--- src/rtl/mc_core_pkg.sv ---
// mc_core_pkg: shared encodings and decode helpers for the mc_core_p multi-cycle core.
// Contents: opcode/funct localparams, FSM state enum, ALU op enum, instruction decode
// struct and helper functions. No ports.
package mc_core_pkg;

    localparam logic [5:0] OP_ALU   = 6'd0;
    localparam logic [5:0] OP_JMP   = 6'd2;
    localparam logic [5:0] OP_JEQ   = 6'd4;
    localparam logic [5:0] OP_ADDI  = 6'd8;
    localparam logic [5:0] OP_LOAD  = 6'd32;
    localparam logic [5:0] OP_STORE = 6'd40;

    localparam logic [5:0] FN_ADD = 6'd32;
    localparam logic [5:0] FN_SUB = 6'd34;
    localparam logic [5:0] FN_AND = 6'd36;
    localparam logic [5:0] FN_OR  = 6'd37;
    localparam logic [5:0] FN_XOR = 6'd38;
    localparam logic [5:0] FN_SLT = 6'd42;

    typedef enum logic [2:0] {
        ST_FETCH  = 3'd0,
        ST_DECODE = 3'd1,
        ST_EXEC   = 3'd2,
        ST_MEM    = 3'd3,
        ST_WB     = 3'd4,
        ST_HALT   = 3'd5
    } mc_state_e;

    typedef enum logic [2:0] {
        ALU_ADD, ALU_SUB, ALU_AND, ALU_OR, ALU_XOR, ALU_SLT, ALU_NOP
    } alu_op_e;

    typedef struct packed {
        logic [5:0]  op;
        logic [4:0]  rs;
        logic [4:0]  rt;
        logic [4:0]  rd;
        logic [5:0]  funct;
        logic [31:0] imm32;   // sign-extended immediate, callers truncate
    } instr_dec_t;

    // Slice every field out of a fetched instruction word
    function automatic instr_dec_t f_decode(input logic [31:0] ir);
        instr_dec_t d;
        d.op    = ir[31:26];
        d.rs    = ir[25:21];
        d.rt    = ir[20:16];
        d.rd    = ir[15:11];
        d.funct = ir[5:0];
        d.imm32 = {{16{ir[15]}}, ir[15:0]};
        return d;
    endfunction

    function automatic logic f_funct_legal(input logic [5:0] fn);
        case (fn)
            FN_ADD, FN_SUB, FN_AND, FN_OR, FN_XOR, FN_SLT: return 1'b1;
            default:                                       return 1'b0;
        endcase
    endfunction

    function automatic logic f_op_legal(input logic [5:0] op);
        case (op)
            OP_ALU, OP_JMP, OP_JEQ, OP_ADDI, OP_LOAD, OP_STORE: return 1'b1;
            default:                                            return 1'b0;
        endcase
    endfunction

    // ADDI reuses the adder; anything without a write-back maps to NOP
    function automatic alu_op_e f_alu_op(input logic [5:0] op, input logic [5:0] fn);
        if (op == OP_ADDI) return ALU_ADD;
        if (op != OP_ALU)  return ALU_NOP;
        case (fn)
            FN_ADD:  return ALU_ADD;
            FN_SUB:  return ALU_SUB;
            FN_AND:  return ALU_AND;
            FN_OR:   return ALU_OR;
            FN_XOR:  return ALU_XOR;
            FN_SLT:  return ALU_SLT;
            default: return ALU_NOP;
        endcase
    endfunction

endpackage

--- src/rtl/mc_regfile.sv ---
// mc_regfile: NREGS x DATA_W register file, r0 hard-wired to zero.
// Ports: clk_i, reset_i (sync, active-high, clears all registers),
//        ra_i/rb_i -> rdata_a_o/rdata_b_o (asynchronous reads),
//        we_i/wa_i/wd_i (synchronous write, writes to r0 dropped).
module mc_regfile #(
    parameter int unsigned  DATA_W = 8,
    parameter int unsigned  NREGS  = 8,
    localparam int unsigned IDX_W  = (NREGS > 1) ? $clog2(NREGS) : 1
) (
    input  logic              clk_i,
    input  logic              reset_i,
    input  logic [IDX_W-1:0]  ra_i,
    input  logic [IDX_W-1:0]  rb_i,
    output logic [DATA_W-1:0] rdata_a_o,
    output logic [DATA_W-1:0] rdata_b_o,
    input  logic              we_i,
    input  logic [IDX_W-1:0]  wa_i,
    input  logic [DATA_W-1:0] wd_i
);

    logic [DATA_W-1:0] regs_q [NREGS];

    // r0 is cleared by reset and never written, so it always reads zero
    always_ff @(posedge clk_i) begin
        if (reset_i) begin
            for (int i = 0; i < int'(NREGS); i++) regs_q[i] <= '0;
        end else if (we_i && (wa_i != '0)) begin
            regs_q[wa_i] <= wd_i;
        end
    end

    assign rdata_a_o = regs_q[ra_i];
    assign rdata_b_o = regs_q[rb_i];

endmodule

--- src/rtl/mc_core_p.sv ---
// mc_core_p: parametrised multi-cycle MIPS-subset core with a request/grant bus.
// Ports: clk, reset (sync, active-high), grant_given (beat complete), grant_request,
//        rw (1 = write), address (MSB = GPIO select), data_in, data_out,
//        trap (sticky illegal-instruction flag, only when MC_CORE_TRAP_EN is defined).
// Build option: define MC_CORE_TRAP_EN to halt on illegal encodings instead of NOPing.
module mc_core_p
    import mc_core_pkg::*;
#(
    parameter int unsigned DATA_W = 8,
    parameter int unsigned NREGS  = 8,
    parameter int unsigned ADDR_W = 9
) (
    input  logic              clk,
    input  logic              reset,
    input  logic              grant_given,
    output logic              grant_request,
    output logic              rw,
    output logic [ADDR_W-1:0] address,
    input  logic [DATA_W-1:0] data_in,
    output logic [DATA_W-1:0] data_out
`ifdef MC_CORE_TRAP_EN
    ,
    output logic              trap
`endif
);

    localparam int unsigned IB    = 32 / DATA_W;
    localparam int unsigned CNT_W = (IB > 1) ? $clog2(IB) : 1;
    localparam int unsigned IDX_W = (NREGS > 1) ? $clog2(NREGS) : 1;
    localparam int unsigned PC_W  = ADDR_W - 1;
    localparam int unsigned SUM_W = (DATA_W > ADDR_W) ? DATA_W : ADDR_W;

    mc_state_e         state_q;
    logic [PC_W-1:0]   pc_q;
    logic [31:0]       ir_q;
    logic [CNT_W-1:0]  cnt_q;
    logic              req_q;
    logic              rw_q;
    logic [ADDR_W-1:0] addr_q;
    logic [DATA_W-1:0] dout_q;
    logic [DATA_W-1:0] res_q;

    instr_dec_t        dec_c;
    logic [IDX_W-1:0]  ra_c, rb_c, wa_c;
    logic [DATA_W-1:0] rs_val_c, rt_val_c;
    logic [DATA_W-1:0] alu_b_c, alu_res_c;
    logic [ADDR_W-1:0] ea_c;
    logic [PC_W-1:0]   jeq_pc_c;
    logic              wb_valid_c, we_c;

    assign dec_c = f_decode(ir_q);
    assign ra_c  = IDX_W'(dec_c.rs);
    assign rb_c  = IDX_W'(dec_c.rt);
    assign wa_c  = (dec_c.op == OP_ALU) ? IDX_W'(dec_c.rd) : IDX_W'(dec_c.rt);

    mc_regfile #(.DATA_W(DATA_W), .NREGS(NREGS)) u_regfile (
        .clk_i     (clk),
        .reset_i   (reset),
        .ra_i      (ra_c),
        .rb_i      (rb_c),
        .rdata_a_o (rs_val_c),
        .rdata_b_o (rt_val_c),
        .we_i      (we_c),
        .wa_i      (wa_c),
        .wd_i      (res_q)
    );

    // Combinational ALU; the B operand is the immediate for ADDI
    always_comb begin
        alu_b_c   = (dec_c.op == OP_ADDI) ? DATA_W'(dec_c.imm32) : rt_val_c;
        alu_res_c = '0;
        case (f_alu_op(dec_c.op, dec_c.funct))
            ALU_ADD: alu_res_c = rs_val_c + alu_b_c;
            ALU_SUB: alu_res_c = rs_val_c - alu_b_c;
            ALU_AND: alu_res_c = rs_val_c & alu_b_c;
            ALU_OR:  alu_res_c = rs_val_c | alu_b_c;
            ALU_XOR: alu_res_c = rs_val_c ^ alu_b_c;
            ALU_SLT: alu_res_c = ($signed(rs_val_c) < $signed(alu_b_c)) ? DATA_W'(1) : '0;
            default: alu_res_c = '0;
        endcase
    end

    // rs is zero-extended into the address space, then the sum wraps at ADDR_W
    assign ea_c     = ADDR_W'(SUM_W'(rs_val_c) + SUM_W'(dec_c.imm32));
    assign jeq_pc_c = pc_q + PC_W'(dec_c.imm32);

    assign wb_valid_c = (dec_c.op == OP_ADDI) || (dec_c.op == OP_LOAD) ||
                        ((dec_c.op == OP_ALU) && f_funct_legal(dec_c.funct));
    assign we_c       = (state_q == ST_WB) && wb_valid_c;

`ifdef MC_CORE_TRAP_EN
    logic trap_q;
    logic illegal_c;
    assign illegal_c = !f_op_legal(dec_c.op) ||
                       ((dec_c.op == OP_ALU) && !f_funct_legal(dec_c.funct));
    assign trap      = trap_q;
`endif

    // Every beat is one idle cycle (request raised) followed by the request phase,
    // so the mandatory gap after a completed beat falls out naturally.
    always_ff @(posedge clk) begin
        if (reset) begin
            state_q <= ST_FETCH;
            pc_q    <= '0;
            ir_q    <= '0;
            cnt_q   <= '0;
            req_q   <= 1'b0;
            rw_q    <= 1'b0;
            addr_q  <= '0;
            dout_q  <= '0;
            res_q   <= '0;
`ifdef MC_CORE_TRAP_EN
            trap_q  <= 1'b0;
`endif
        end else begin
            case (state_q)
                ST_FETCH: begin
                    if (!req_q) begin
                        req_q  <= 1'b1;
                        rw_q   <= 1'b0;
                        addr_q <= {1'b0, pc_q};
                    end else if (grant_given) begin
                        req_q <= 1'b0;
                        ir_q  <= 32'({ir_q, data_in});  // big-endian shift-in
                        pc_q  <= pc_q + PC_W'(1);
                        if (cnt_q == CNT_W'(IB - 1)) begin
                            cnt_q   <= '0;
                            state_q <= ST_DECODE;
                        end else begin
                            cnt_q <= cnt_q + CNT_W'(1);
                        end
                    end
                end
                ST_DECODE: begin
`ifdef MC_CORE_TRAP_EN
                    if (illegal_c) begin
                        trap_q  <= 1'b1;
                        state_q <= ST_HALT;
                    end else begin
                        state_q <= ST_EXEC;
                    end
`else
                    state_q <= ST_EXEC;
`endif
                end
                ST_EXEC: begin
                    case (dec_c.op)
                        OP_JMP: begin
                            pc_q    <= ir_q[PC_W-1:0];
                            state_q <= ST_FETCH;
                        end
                        OP_JEQ: begin
                            if (rs_val_c == rt_val_c) pc_q <= jeq_pc_c;
                            state_q <= ST_FETCH;
                        end
                        OP_LOAD, OP_STORE: state_q <= ST_MEM;
                        default: begin
                            res_q   <= alu_res_c;
                            state_q <= ST_WB;
                        end
                    endcase
                end
                ST_MEM: begin
                    if (!req_q) begin
                        req_q  <= 1'b1;
                        rw_q   <= (dec_c.op == OP_STORE);
                        addr_q <= ea_c;
                        if (dec_c.op == OP_STORE) dout_q <= rt_val_c;
                    end else if (grant_given) begin
                        req_q   <= 1'b0;
                        if (dec_c.op == OP_LOAD) res_q <= data_in;
                        state_q <= ST_WB;
                    end
                end
                ST_WB: state_q <= ST_FETCH;
`ifdef MC_CORE_TRAP_EN
                ST_HALT: state_q <= ST_HALT;
`endif
                default: begin
                    state_q <= ST_FETCH;
                    pc_q    <= '0;
                    cnt_q   <= '0;
                    req_q   <= 1'b0;
                end
            endcase
        end
    end

    assign grant_request = req_q;
    assign rw            = rw_q;
    assign address       = addr_q;
    assign data_out      = dout_q;

endmodule

--- config.mk ---
export PLATFORM = sky130hd
export DESIGN_NAME = mc_core_p
export DESIGN_NICKNAME = d
export VERILOG_FILES = /design/src/rtl/mc_core_pkg.sv /design/src/rtl/mc_regfile.sv /design/src/rtl/mc_core_p.sv
export SDC_FILE = /design/constraint.sdc
export NUM_CORES = 1
export LEC_CHECK = 0
export ABC_AREA = 1
export BUFFER_PORTS_ARGS = -buffer_cell sky130_fd_sc_hd__buf_2
export CORE_ASPECT_RATIO = 0.8
export CORE_MARGIN = 2
export CORE_UTILIZATION = 40
export CTS_BUF_LIST = sky130_fd_sc_hd__clkbuf_8
export CTS_CLUSTER_DIAMETER = 80
export DETAILED_ROUTE_END_ITERATION = 8
export PLACE_DENSITY = 0.59
export SYNTH_ARGS = -nofsm -noshare
export SYNTH_HDL_FRONTEND = slang
export SYNTH_SLANG_ARGS = --single-unit
--- constraint.sdc ---
create_clock -name clk -period 2.65 [get_ports clk]
set_input_delay 0.1325 -clock clk [delete_from_list [all_inputs] [get_ports clk]]
set_output_delay 0.1325 -clock clk [all_outputs]
set_load 0.1 [all_outputs]
; ---- Word-level counts from Yosys, hierarchy flattened
; Memories as Yosys holds them, arrays and structs flattened. A register that Yosys moved wholly into a read port is not among the register bits.
; Cells that the tools add are included.
[totals]
out_inout_bits = 19
register_bits = 72
n_memories = 1
mem_bits_rw = 64
[memory_table]
columns = memory, words, width, read_ports, rd_clocked_by_memory_dff, wr, line
row1 = u_regfile.regs_q, 8, 8, 2, 2, 8, mc_regfile.sv:21  ; logic [DATA_W-1:0] regs_q [NREGS];
[classes]
n_bitwise = 6
n_reduce_logical = 28
n_eq_ne = 33
mux = 55
magnitude_cmp = 1
add_sub_neg = 6
[op_table]
columns = operator, n
row1 = $mux 8, 9
row2 = $eq 6x6->1 const B, 8
row3 = $pmux 8 s6, 1
row4 = $mux 3, 15
row5 = $pmux 8 s2, 2
row6 = $pmux 8 s3, 1
row7 = $mux 9, 2
row8 = $ne 2x2->1 const B, 9
row9 = $pmux 3 s6, 1
row10 = $pmux 9 s2, 1
row11 = $add 8x8->8, 2
row12 = $mux 1, 15
row13 = $reduce_and 5->1, 3
row14 = $eq 3x2->1 const B, 4
row15 = $pmux 3 s4, 1
row16 = $reduce_and 3->1, 4
row17 = $add 8x9->9, 1
row18 = $eq 3x3->1 const B, 3
row19 = $add 8x1->8 const B, 1
row20 = $and 8x8->8, 1
row21 = $eq 8x8->1, 1
row22 = $lt 8x8->1, 1
row23 = $or 8x8->8, 1
row24 = $reduce_or 4->1, 2
row25 = 26 further kinds, 40

; ---- Depth between registers and ports, before layout
; Gate-level depths: netlist of run 1.
[logic_depth]
ltp_word = 12
mapped_depth = 22

; ---- By module
; From an unflattened synthesis of run 1, not the netlist that was laid out.
[unflattened]
hier_cells = 1339
hier_area_um2 = 9257.6
[modules_own_cells]
columns = module, cells_each, area_per_inst_um2, instances
row1 = mc_core_p, 820, 5390.2, 1
row2 = mc_regfile, 519, 3867.5, 1

; ---- Worst setup path after synthesis of run 1
; No wires, ideal clock.
[synth_timing]
path_type = register -> register
from = reg ir_q[30]
to = reg res_q[6]
arrival_time_ns = 2.662
path_stages_with_launch = 20
path_slack_ns = -0.133
period_less_slack_ns = 2.783
setup_time_ns = 0.122
cell_sequence = dfxtp_1 > nor2_2 > inv_2 > nor2_2 > inv_1 > clkbuf_1 > o21ai_0 > inv_1 > ha_1 > fa_1 > nand3_1 > nand3_1 > nand2_1 > nand2_1 > a21oi_1 > nor2_1 > nand2_1 > a21oi_1 > o21ai_0 > a21oi_1
[synth_between]
elab_chain_len = 9
[synth_rtl]
columns = item, line
row1 = start: declaration, mc_core_p.sv:35  ; logic [31:0] ir_q;
row2 = start signal: assignment, mc_core_p.sv:124  ; ir_q <= 32'({ir_q, data_in});
row3 = branches (longest 9 deep; another with $sub 8x8->8), n/a
row4 = end signal: assignment, mc_core_p.sv:158  ; res_q <= alu_res_c;
row5 = end signal: assignment, mc_core_p.sv:171  ; if (dec_c.op == OP_LOAD) res_q <= data_in;
row6 = end: declaration, mc_core_p.sv:41  ; logic [DATA_W-1:0] res_q;
; Several ways; the timed one is not identified. The select of a mux whose other input is x is not followed.
; A chain may end at the register's enable or synchronous reset.

==> impl_metrics.yaml, run 1 <==
run_status:
  status: "finished, violations left"
  violations: "negative setup slack"
yosys:
  synth_seq_cells: 140
  syn_inst: 1327
  yosys_warnings: 0
  synthArstFlopShare_pct: 0
  synth_enable_flop_cells: 64
  ys_seq_area_share_pct: 36.7
  syn_area_sq_mm: 0.00937
  synth_ff_type: "dfxtp_1"
  synth_area_per_cell_sq_um: 7.06
  synthDistinctLibCells: 48
sta:
  worstMarginPinSlew_ns: 0.577
  finalSetupViolations: 8
  slew_headroom_pct: 61.5
  finalSetupTns_ns: -0.428
  fmax_ghz: 0.366
  clock_skew_ns: 0.0218
  layout_setup_ws_ns: -0.0845
  fin_hold_ws_ns: 0.0176
  finalCritPeriodShare_pct: 103
  slew_violations: 0
  rsz0062_at_grt: "yes"
  hold_viol_final: 0
  fin_crit_ns: 2.73
finish:
  syn2layout_area_growth_pct: 36.1
  final_common_cell: "nand2_1"
  drive_gt1_share_pct: 29.5
  n_antenna_cell: 0
  finalNonFillerCells: 1850
  mostFrequentLayoutCells: "nand2_1 (328), inv_1 (149), buf_4 (143), nand3_1 (110), nor2_1 (106)"
  fin_nets: 1583
floorplanning:
  core_sq_mm: 0.0232
  die_area_sq_mm: 0.0247
  die_y_um: 141
  ios: 30
  core.rowCount: 50
  die_w_um: 175
  initial_core_util_pct: 40.4
worst_setup_path:
  crit_type: "flop to flop"
  startpoint_type: "flop"
  r2r_end: "res_q[7]"
  cp.buffers_inverters: 7
  crit_end: "res_q[7]"
  cpMaxStageDelayCell: "dfxtp_2"
  crit_chain: "buf_12 > clkinv_16 > buf_12 > nand2_1 > nand3_1 > nand2_1 > nand2_1 > nand2_2 > buf_4 > ha_2 > inv_1 > o21bai_4 > buf_4 > nand3_1 > nand3_2 > xor2_1 > inv_1 > a21oi_2 > nand2_1 > nand2_1 > a21oi_2"
  end_kind: "flop"
  crit_family: "simple AND/OR/NAND/NOR gates"
  max_stage_delay_ns: 0.34
  rr_worst_depth: 21
  cp_data_arrival_time_ns: 3.08
  crit_path_max_fanout: 8
  worst-path-stages: 21
  path_common_cell: "nand2_1"
  worstPathRequired_ns: 3.00
  r2r_setup_slack_ns: -0.08
placed_design:
  routabilityCongestion: 0.925
  hpwl_mm: 24.1
  numPortBuffers: 29
  dp_cells: 1780
  place_ws_ns: -0.242
global_routing:
  grt_use_total_pct: 25.5
  grt_max_degree: 44
  grt_remaining_overflow: 0
  antenna_found_initial: 0
  grt_pass1_vias: 8639
  grt_pass1_wl_mm: 48.0
routing:
  wl_per_cell_um: 17.5
  wl_met2_mm: 13.9
  wirelength_mm: 32.3
  drt_iter0_markers: 979
  met1_length_mm: 15.6
  drc: 0
  wl_met3_mm: 2.31
  viasPerCell: 5.20
  topRoutingLayerUsed: "met4"
  vias: 9616
  ant_nets: 0
  first_pass_iters: 6
job:
  maxCapViolCount: 0
cts:
  cts_max_path_buffers: 2
  clock-sinks: 140
  htreeDepth: 4
  cts_buffers: 17
  cts_tree: "yes"
  cts-root-buf: "clkbuf_8"
  clock_latency_ns: 0.48
  clkTransAtPathRegs_ns: 0.07
power_and_ir_drop:
  clkPwrFrac_pct: 30.8
  seq_power_share_pct: 37.7
  ir_drop_mv: 0.359
  finalPower_uw: 6300
  p_per_area_mw_per_mm2: 494
  p_int_uw: 4210
  power_frac_comb_pct: 31.6
  netSwitchingFraction_pct: 33.2
  p_leak_uw: 0.00586
  power_switching_uw: 2090
hold_path:
  hp-class: "primary input to flop"
## cell families after synthesis
| logic type | synth area share, % |
|---|---|
| and+or+nand+nor | 31.6 |
| xor gates and xnor gates | 1.50 |
| DFF | 36.7 |
| adders and majority gates | 6.60 |
| buffers and inverters | 10.4 |
| other | 0.0400 |
| AOI/OAI and AO/OA | 13.1 |
## registers in the layout, summed over array words and instances (netlist names), named ones only
signal / count
u_regfile.regs_q: 64
ir_q: 30
address: 9
data_out: 8
pc_q: 8
res_q: 8
state_q: 3
cnt_q: 2
grant_request: 1
rw: 1
## per-stage QoR
| step | cell area [sq um] | utilization, % |
|---|---|---|
| CTS | 11700 | 50.3 |
| global route | 12800 | 55.0 |
| floorplan | 9410 | - |
| finish | 12800 | 55.0 |
| detailed placement | 11000 | 47.5 |
| global placement | 11000 | 47.5 |
## cells in the mapped netlist, types with 4 or more instances
| cell type | count | area [sq um] |
|---|---|---|
| nand2_1 | 373 | 1400 |
| inv_1 | 154 | 578 |
| nand3_1 | 141 | 706 |
| nor2_1 | 111 | 417 |
| a21oi_1 | 109 | 546 |
| dfxtp_1 | 76 | 1520 |
| o21ai_0 | 72 | 360 |
| edfxtp_1 | 64 | 1920 |
| ha_1 | 43 | 538 |
| clkbuf_1 | 26 | 97.6 |
| buf_6 | 15 | 169 |
| xor2_1 | 15 | 131 |
| nand4_1 | 12 | 75.1 |
| nor3_1 | 12 | 60.1 |
| o21ai_2 | 12 | 105 |
| buf_2 | 9 | 45.0 |
| inv_2 | 9 | 33.8 |
| nand2_2 | 6 | 37.5 |
| nand2_4 | 6 | 67.6 |
| nor2_2 | 6 | 37.5 |
| o21ai_1 | 6 | 30.0 |
| a31oi_1 | 4 | 25.0 |
| fa_1 | 4 | 80.1 |
## layer usage
layer,vias up,track usage (%)
met4,0,5.92
li1,4702,-
met5,-,0
met2,329,37.4
met1,4539,38.6
met3,46,4.58
## power by group through the flow
stage	clock network (uW)	logic, uW	registers (uW)
after detailed placement	0	1540	2420
after floorplan	0	861	2430
final	1940	1990	2370
after global routing	2030	2160	2380
after global placement	0	1540	2410
after CTS	1950	1630	2370
## how the worst min path moves through the flow
stage / slack [ns] / start / cells past startpoint / end
2_1_floorplan: 0.30 / data_in[5] / 2 / ir_q[5]
4_1_cts: 0.001 / data_in[4] / 3 / res_q[4]
6_report: 0.02 / data_in[4] / 3 / res_q[4]
3_3_place_gp: 0.45 / rw / 2 / rw
3_5_place_dp: 0.45 / rw / 2 / rw
5_1_grt: 0.03 / data_in[4] / 3 / res_q[4]
## timing repair
action	4_1_cts	5_1_grt
cloned	0	7
gates resized for setup	50	177
pin swaps	14	72
hold buffers	7	0
setup endpoints to repair	11	25
endpoints found under the hold margin	10	0
buffers inserted	5	20
## final cells by class
class | instances | area, sq um
sequential | 140 | 3450
tap | 312 | 390
timing repair buffer | 225 | 2050
inverter | 166 | 683
timing repair inverter | 1 | 11.3
clock buffer | 17 | 234
clock inverter | 15 | 186
multi-input combinational | 974 | 5750
fill | 2249 | 10500
## tightest hold or removal path, cell delays in order
cell and delay, ns:
buf_2 0.11, a21oi_1 0.08, a21oi_2 0.12
(Power assumes the default switching activity.)
==> run 2, diff against run 1 <==
- BUFFER_PORTS_ARGS: -buffer_cell sky130_fd_sc_hd__buf_2 -> default
- DONT_BUFFER_PORTS: default -> 1
- PLACE_DENSITY: 0.59 -> 0.58
==> impl_metrics.yaml, run 2 (synthesis gave the netlist of run 1 again) <==
sta:
  finalCritPeriodShare_pct: 105
  rsz0062_at_grt: "yes"
  fin_crit_ns: 2.77
  fmax_ghz: 0.360
  hold_viol_final: 0
  clock_skew_ns: 0.0189
  finalSetupTns_ns: -0.242
  worstMarginPinSlew_ns: 0.780
  layout_setup_ws_ns: -0.124
  slew_headroom_pct: 47.8
  finalSetupViolations: 3
  slew_violations: 0
cts:
  cts_buffers: 17
  clkTransAtPathRegs_ns: 0.10
  htreeDepth: 4
  clock-sinks: 140
  cts-root-buf: "clkbuf_8"
  clock_latency_ns: 0.48
  cts_max_path_buffers: 2
  cts_tree: "yes"
power_and_ir_drop:
  p_per_area_mw_per_mm2: 493
  ir_drop_mv: 0.285
  finalPower_uw: 5960
  p_leak_uw: 0.00563
floorplanning:
  die_y_um: 141
  die_area_sq_mm: 0.0247
  die_w_um: 175
  ios: 30
  core.rowCount: 50
  initial_core_util_pct: 40.4
  core_sq_mm: 0.0232
routing:
  wirelength_mm: 32.3
  first_pass_iters: 6
  ant_nets: 0
  drc: 0
  drt_iter0_markers: 1024
  vias: 9507
  viasPerCell: 5.19
  wl_per_cell_um: 17.7
worst_setup_path:
  cpMaxStageDelayCell: "dfxtp_2"
  worstPathRequired_ns: 3.00
  crit_path_max_fanout: 13
  startpoint_type: "flop"
  end_kind: "flop"
  crit_chain: "buf_12 > buf_8 > nand2_1 > nand3_1 > nand3_1 > nand2_1 > nand2_1 > o21ai_1 > ha_1 > buf_4 > inv_1 > nand4_1 > nand3_2 > nand2_2 > a22oi_2 > nor3b_2 > o21ai_2 > a21oi_1"
  cp_data_arrival_time_ns: 3.13
  cp.buffers_inverters: 4
  crit_type: "flop to flop"
  crit_family: "simple AND/OR/NAND/NOR gates"
  path_common_cell: "nand2_1"
  max_stage_delay_ns: 0.35
placed_design:
  hpwl_mm: 24.3
  numPortBuffers: 0
  dp_cells: 1765
  place_ws_ns: -0.402
  routabilityCongestion: 0.993
global_routing:
  grt_use_total_pct: 26.1
  grt_max_degree: 44
  grt_pass1_vias: 8806
  antenna_found_initial: 1
  grt_pass1_wl_mm: 49.3
  grt_remaining_overflow: 0
job:
  maxCapViolCount: 0
run_status:
  violations: "negative setup slack"
  status: "finished, violations left"
finish:
  largest_reg_flops: 64
  utilization_pct: 52.1
  fin_nets: 1563
  finalNonFillerCells: 1831
  mostFrequentLayoutCells: "nand2_1 (352), buf_4 (171), inv_1 (146), nand3_1 (117), nor2_1 (109)"
  final_common_cell: "nand2_1"
  top_register: "u_regfile.regs_q"
  fillers: 2298
  drive_gt1_share_pct: 24.7
  syn2layout_area_growth_pct: 29.0
hold_path:
  hp-class: "primary input to flop"
[run 2: cell count changes in the layout (fill, tap and decap cells not counted), sizes merged, moves of 3 or more]
cell / delta
inv: +3
bufinv: -3
dlygate4sd3: +4
buf: -22
[run 2: what timing repair did]
| item | CTS | global route |
|---|---|---|
| setup endpoints to repair | 12 | 38 |
| pin swaps | 25 | 20 |
| hold endpoints to repair | 59 | 0 |
| resized for setup | 62 | 73 |
| buffers inserted | 14 | 3 |
| cloned | 1 | 3 |
| hold buffers | 12 | 0 |
[run 2: layout make-up]
class	instances	area, sq um	share of cell area [%]
diodes	1	2.50	0.0207
clock buffers	20	275	2.28
clock inverters	12	109	0.900
inverters	166	664	5.50
multi-input cells	973	5380	44.5
flip-flops and latches	140	3450	28.6
well taps	312	390	3.23
repair buffers	205	1800	14.9
repair inverters	2	20.0	0.166
[run 2: final timing paths]
check | startpoint | endpoint | slack, ns | cells past startpoint
setup / recovery | flop | res_q[0] | -0.12 | 18
hold / removal | grant_given | state_q[0] | 0.06 | 4
setup reg to reg | flop | res_q[0] | -0.12 | 18
hold reg to reg | address[5] | address[5] | 0.47 | 2
[run 2: routing by layer]
layer  part of all wire [%]  wire (um)  track usage, %  vias up
met5                      0          0               0        -
met3                    8.3       2670            5.72       54
met4                    2.5        810            8.42        0
li1                       -          -               -     4677
met1                     47      15300            37.8     4410
met2                     42      13600            38.5      366
[run 2: worst min-delay path, cell delays in order]
cell and delay [ns]:
nand2_1 0.04, inv_1 0.06, nor2_1 0.08, o21a_1 0.18
[run 2: metrics by stage]
stage	area [sq um]	hold slack (ns)
2_1_floorplan	9410	0.300
3_3_place_gp	10900	0.207
3_5_place_dp	10900	0.210
4_1_cts	11700	0.0390
5_1_grt	12100	0.0753
6_report	12100	0.0587
[run 2: where the power goes]
group,internal [uW],switching (uW),leakage (uW)
logic,777,1040,0.00415
registers,2320,45.2,0.00128
clock network,829,949,0.000208
total,3920,2030,0.00563
==> run 3, diff against run 2 <==
- PLACE_DENSITY: 0.58 -> default
- PLACE_DENSITY_LB_ADDON: default -> 0.08
- SETUP_SLACK_MARGIN: default -> 0.3
==> impl_metrics.yaml, run 3 (synthesis gave the netlist of run 1 again) <==
run_status:
  status: "finished, violations left"
  violations: "negative setup slack"
worst_setup_path:
  crit_type: "flop to flop"
  r2r_end: "res_q[6]"
  r2r_setup_slack_ns: -0.05
  startpoint_type: "flop"
  cp_data_arrival_time_ns: 3.06
  crit_path_max_fanout: 7
  worstPathRequired_ns: 3.01
  crit_end: "res_q[6]"
  rr_worst_depth: 20
  end_kind: "flop"
sta:
  clock_skew_ns: 0.0141
  slew_violations: 0
  fmax_ghz: 0.371
  finalSetupViolations: 2
  finalCritPeriodShare_pct: 102
  fin_crit_ns: 2.70
  rsz0062_at_grt: "yes"
  layout_setup_ws_ns: -0.0464
  fin_hold_ws_ns: 0.0662
  worstMarginPinSlew_ns: 0.699
  finalSetupTns_ns: -0.0503
  slew_headroom_pct: 53.4
  hold_viol_final: 0
cts:
  clkTransAtPathRegs_ns: 0.09
  cts-root-buf: "clkbuf_8"
  cts_tree: "yes"
  cts_buffers: 17
  clock_latency_ns: 0.47
  cts_max_path_buffers: 2
  htreeDepth: 4
  clock-sinks: 140
finish:
  drive_gt1_share_pct: 30.8
  syn2layout_area_growth_pct: 38.9
  utilization_pct: 56.1
  final_common_cell: "nand2_1"
  top_register: "u_regfile.regs_q"
  stdcell_area_sq_mm: 0.0130
  n_antenna_cell: 0
  fin_nets: 1577
  largest_reg_flops: 64
  mostFrequentLayoutCells: "nand2_1 (310), buf_4 (158), inv_1 (142), nand3_1 (111), nor2_1 (106)"
power_and_ir_drop:
  p_int_uw: 4150
  netSwitchingFraction_pct: 34.5
  power_switching_uw: 2180
  seq_power_share_pct: 37.3
  ir_drop_mv: 0.320
  p_leak_uw: 0.00592
  clkPwrFrac_pct: 30.1
  p_per_area_mw_per_mm2: 486
  power_frac_comb_pct: 32.6
routing:
  drc: 0
  viasPerCell: 5.18
  first_pass_iters: 6
  drt_iter0_markers: 862
  vias: 9547
  wl_per_cell_um: 18.3
  wirelength_mm: 33.7
  ant_nets: 0
floorplanning:
  die_area_sq_mm: 0.0247
  die_w_um: 175
  ios: 30
  initial_core_util_pct: 40.4
  core.rowCount: 50
  die_y_um: 141
  core_sq_mm: 0.0232
global_routing:
  grt_pass1_wl_mm: 50.2
  grt_use_total_pct: 26.9
  grt_remaining_overflow: 0
  grt_pass1_vias: 8948
  grt_max_degree: 44
  antenna_found_initial: 0
placed_design:
  place_ws_ns: -0.368
  routabilityCongestion: 0.960
  numPortBuffers: 0
  place_area_sq_mm: 0.0108
  hpwl_mm: 24.2
hold_path:
  hp-class: "primary input to flop"
job:
  maxCapViolCount: 0
run 3: cell count changes in the layout (fill, tap and decap cells not counted), moves of 7 or more:
cell     change
buf_4       -13
nand2_1     -42
nand2_2     +22
ha_1         -9
a21oi_1     -17
ha_4         +7
a21oi_2     +16
buf_6       +16
nand2_4     +18
nand3_4      +7
o21ai_4     +10
run 3: metal layers:
metal | track usage, % | wire length, um | up-vias
met4 | 7.81 | 760 | 0
met1 | 39.4 | 15900 | 4465
met3 | 5.39 | 2610 | 59
li1 | - | - | 4697
met2 | 39.8 | 14500 | 326
met5 | 0 | 0 | -
run 3: worst min path at each step:
stage,start,endpoint,slack [ns],depth (start not counted)
finish,grant_given,ir_q[28],0.07,4
global route,grant_given,ir_q[28],0.16,4
CTS,reset,ir_q[7],-0.30,1
detailed placement,reset,pc_q[1],0.21,1
global placement,reset,ir_q[19],0.21,1
floorplan,data_in[5],ir_q[5],0.30,2
run 3: timing repair:
item / CTS / global route
gates resized for setup: 140 / 128
hold buffers: 16 / 2
cloned: 4 / 1
endpoints found under the setup margin: 126 / 143
pin swaps: 54 / 87
setup buffers: 25 / 21
hold endpoints to repair: 59 / 36
run 3: final cells by class:
class                   count  area [sq um]
clock inverters            15           173
flip-flops and latches    140          3460
repair buffers            218          2030
well taps                 312           390
clock buffers              17           234
fillers                  2239         10200
repair inverters            2          15.0
multi-input cells         974          6030
inverters                 166           682
run 3: power by group through the flow:
| stage | Sequential (uW) | Clock, uW | Combinational [uW] |
|---|---|---|---|
| 2_1_floorplan | 2440 | 0 | 929 |
| 3_3_place_gp | 2410 | 0 | 1550 |
| 3_5_place_dp | 2410 | 0 | 1540 |
| 4_1_cts | 2360 | 1930 | 1800 |
| 5_1_grt | 2370 | 2000 | 2220 |
| 6_report | 2360 | 1900 | 2060 |
run 3: stage by stage:
step                      power [uW]  instances
after global placement          3950       1743
after CTS                       6100       1820
after global routing            6590       1844
after detailed placement        3950       1743
final                           6330       1844
after floorplan                 3370       1334
run 3: worst max-delay path: stages, from the launching register on:
cell     delay (ns)
dfxtp_4        0.43
buf_6          0.16
buf_6          0.13
nand2_4        0.05
nand3_2        0.06
nand2_2        0.08
o21ai_2        0.19
nand2_2        0.09
o21ai_4        0.09
inv_2          0.09
fa_2           0.40
nand3_2        0.10
nand3_2        0.07
nand2_2        0.09
nand2_2        0.07
a21oi_2        0.13
nor2_1         0.06
nand2_1        0.07
a21oi_2        0.05
o21ai_1        0.12
a21oi_1        0.07
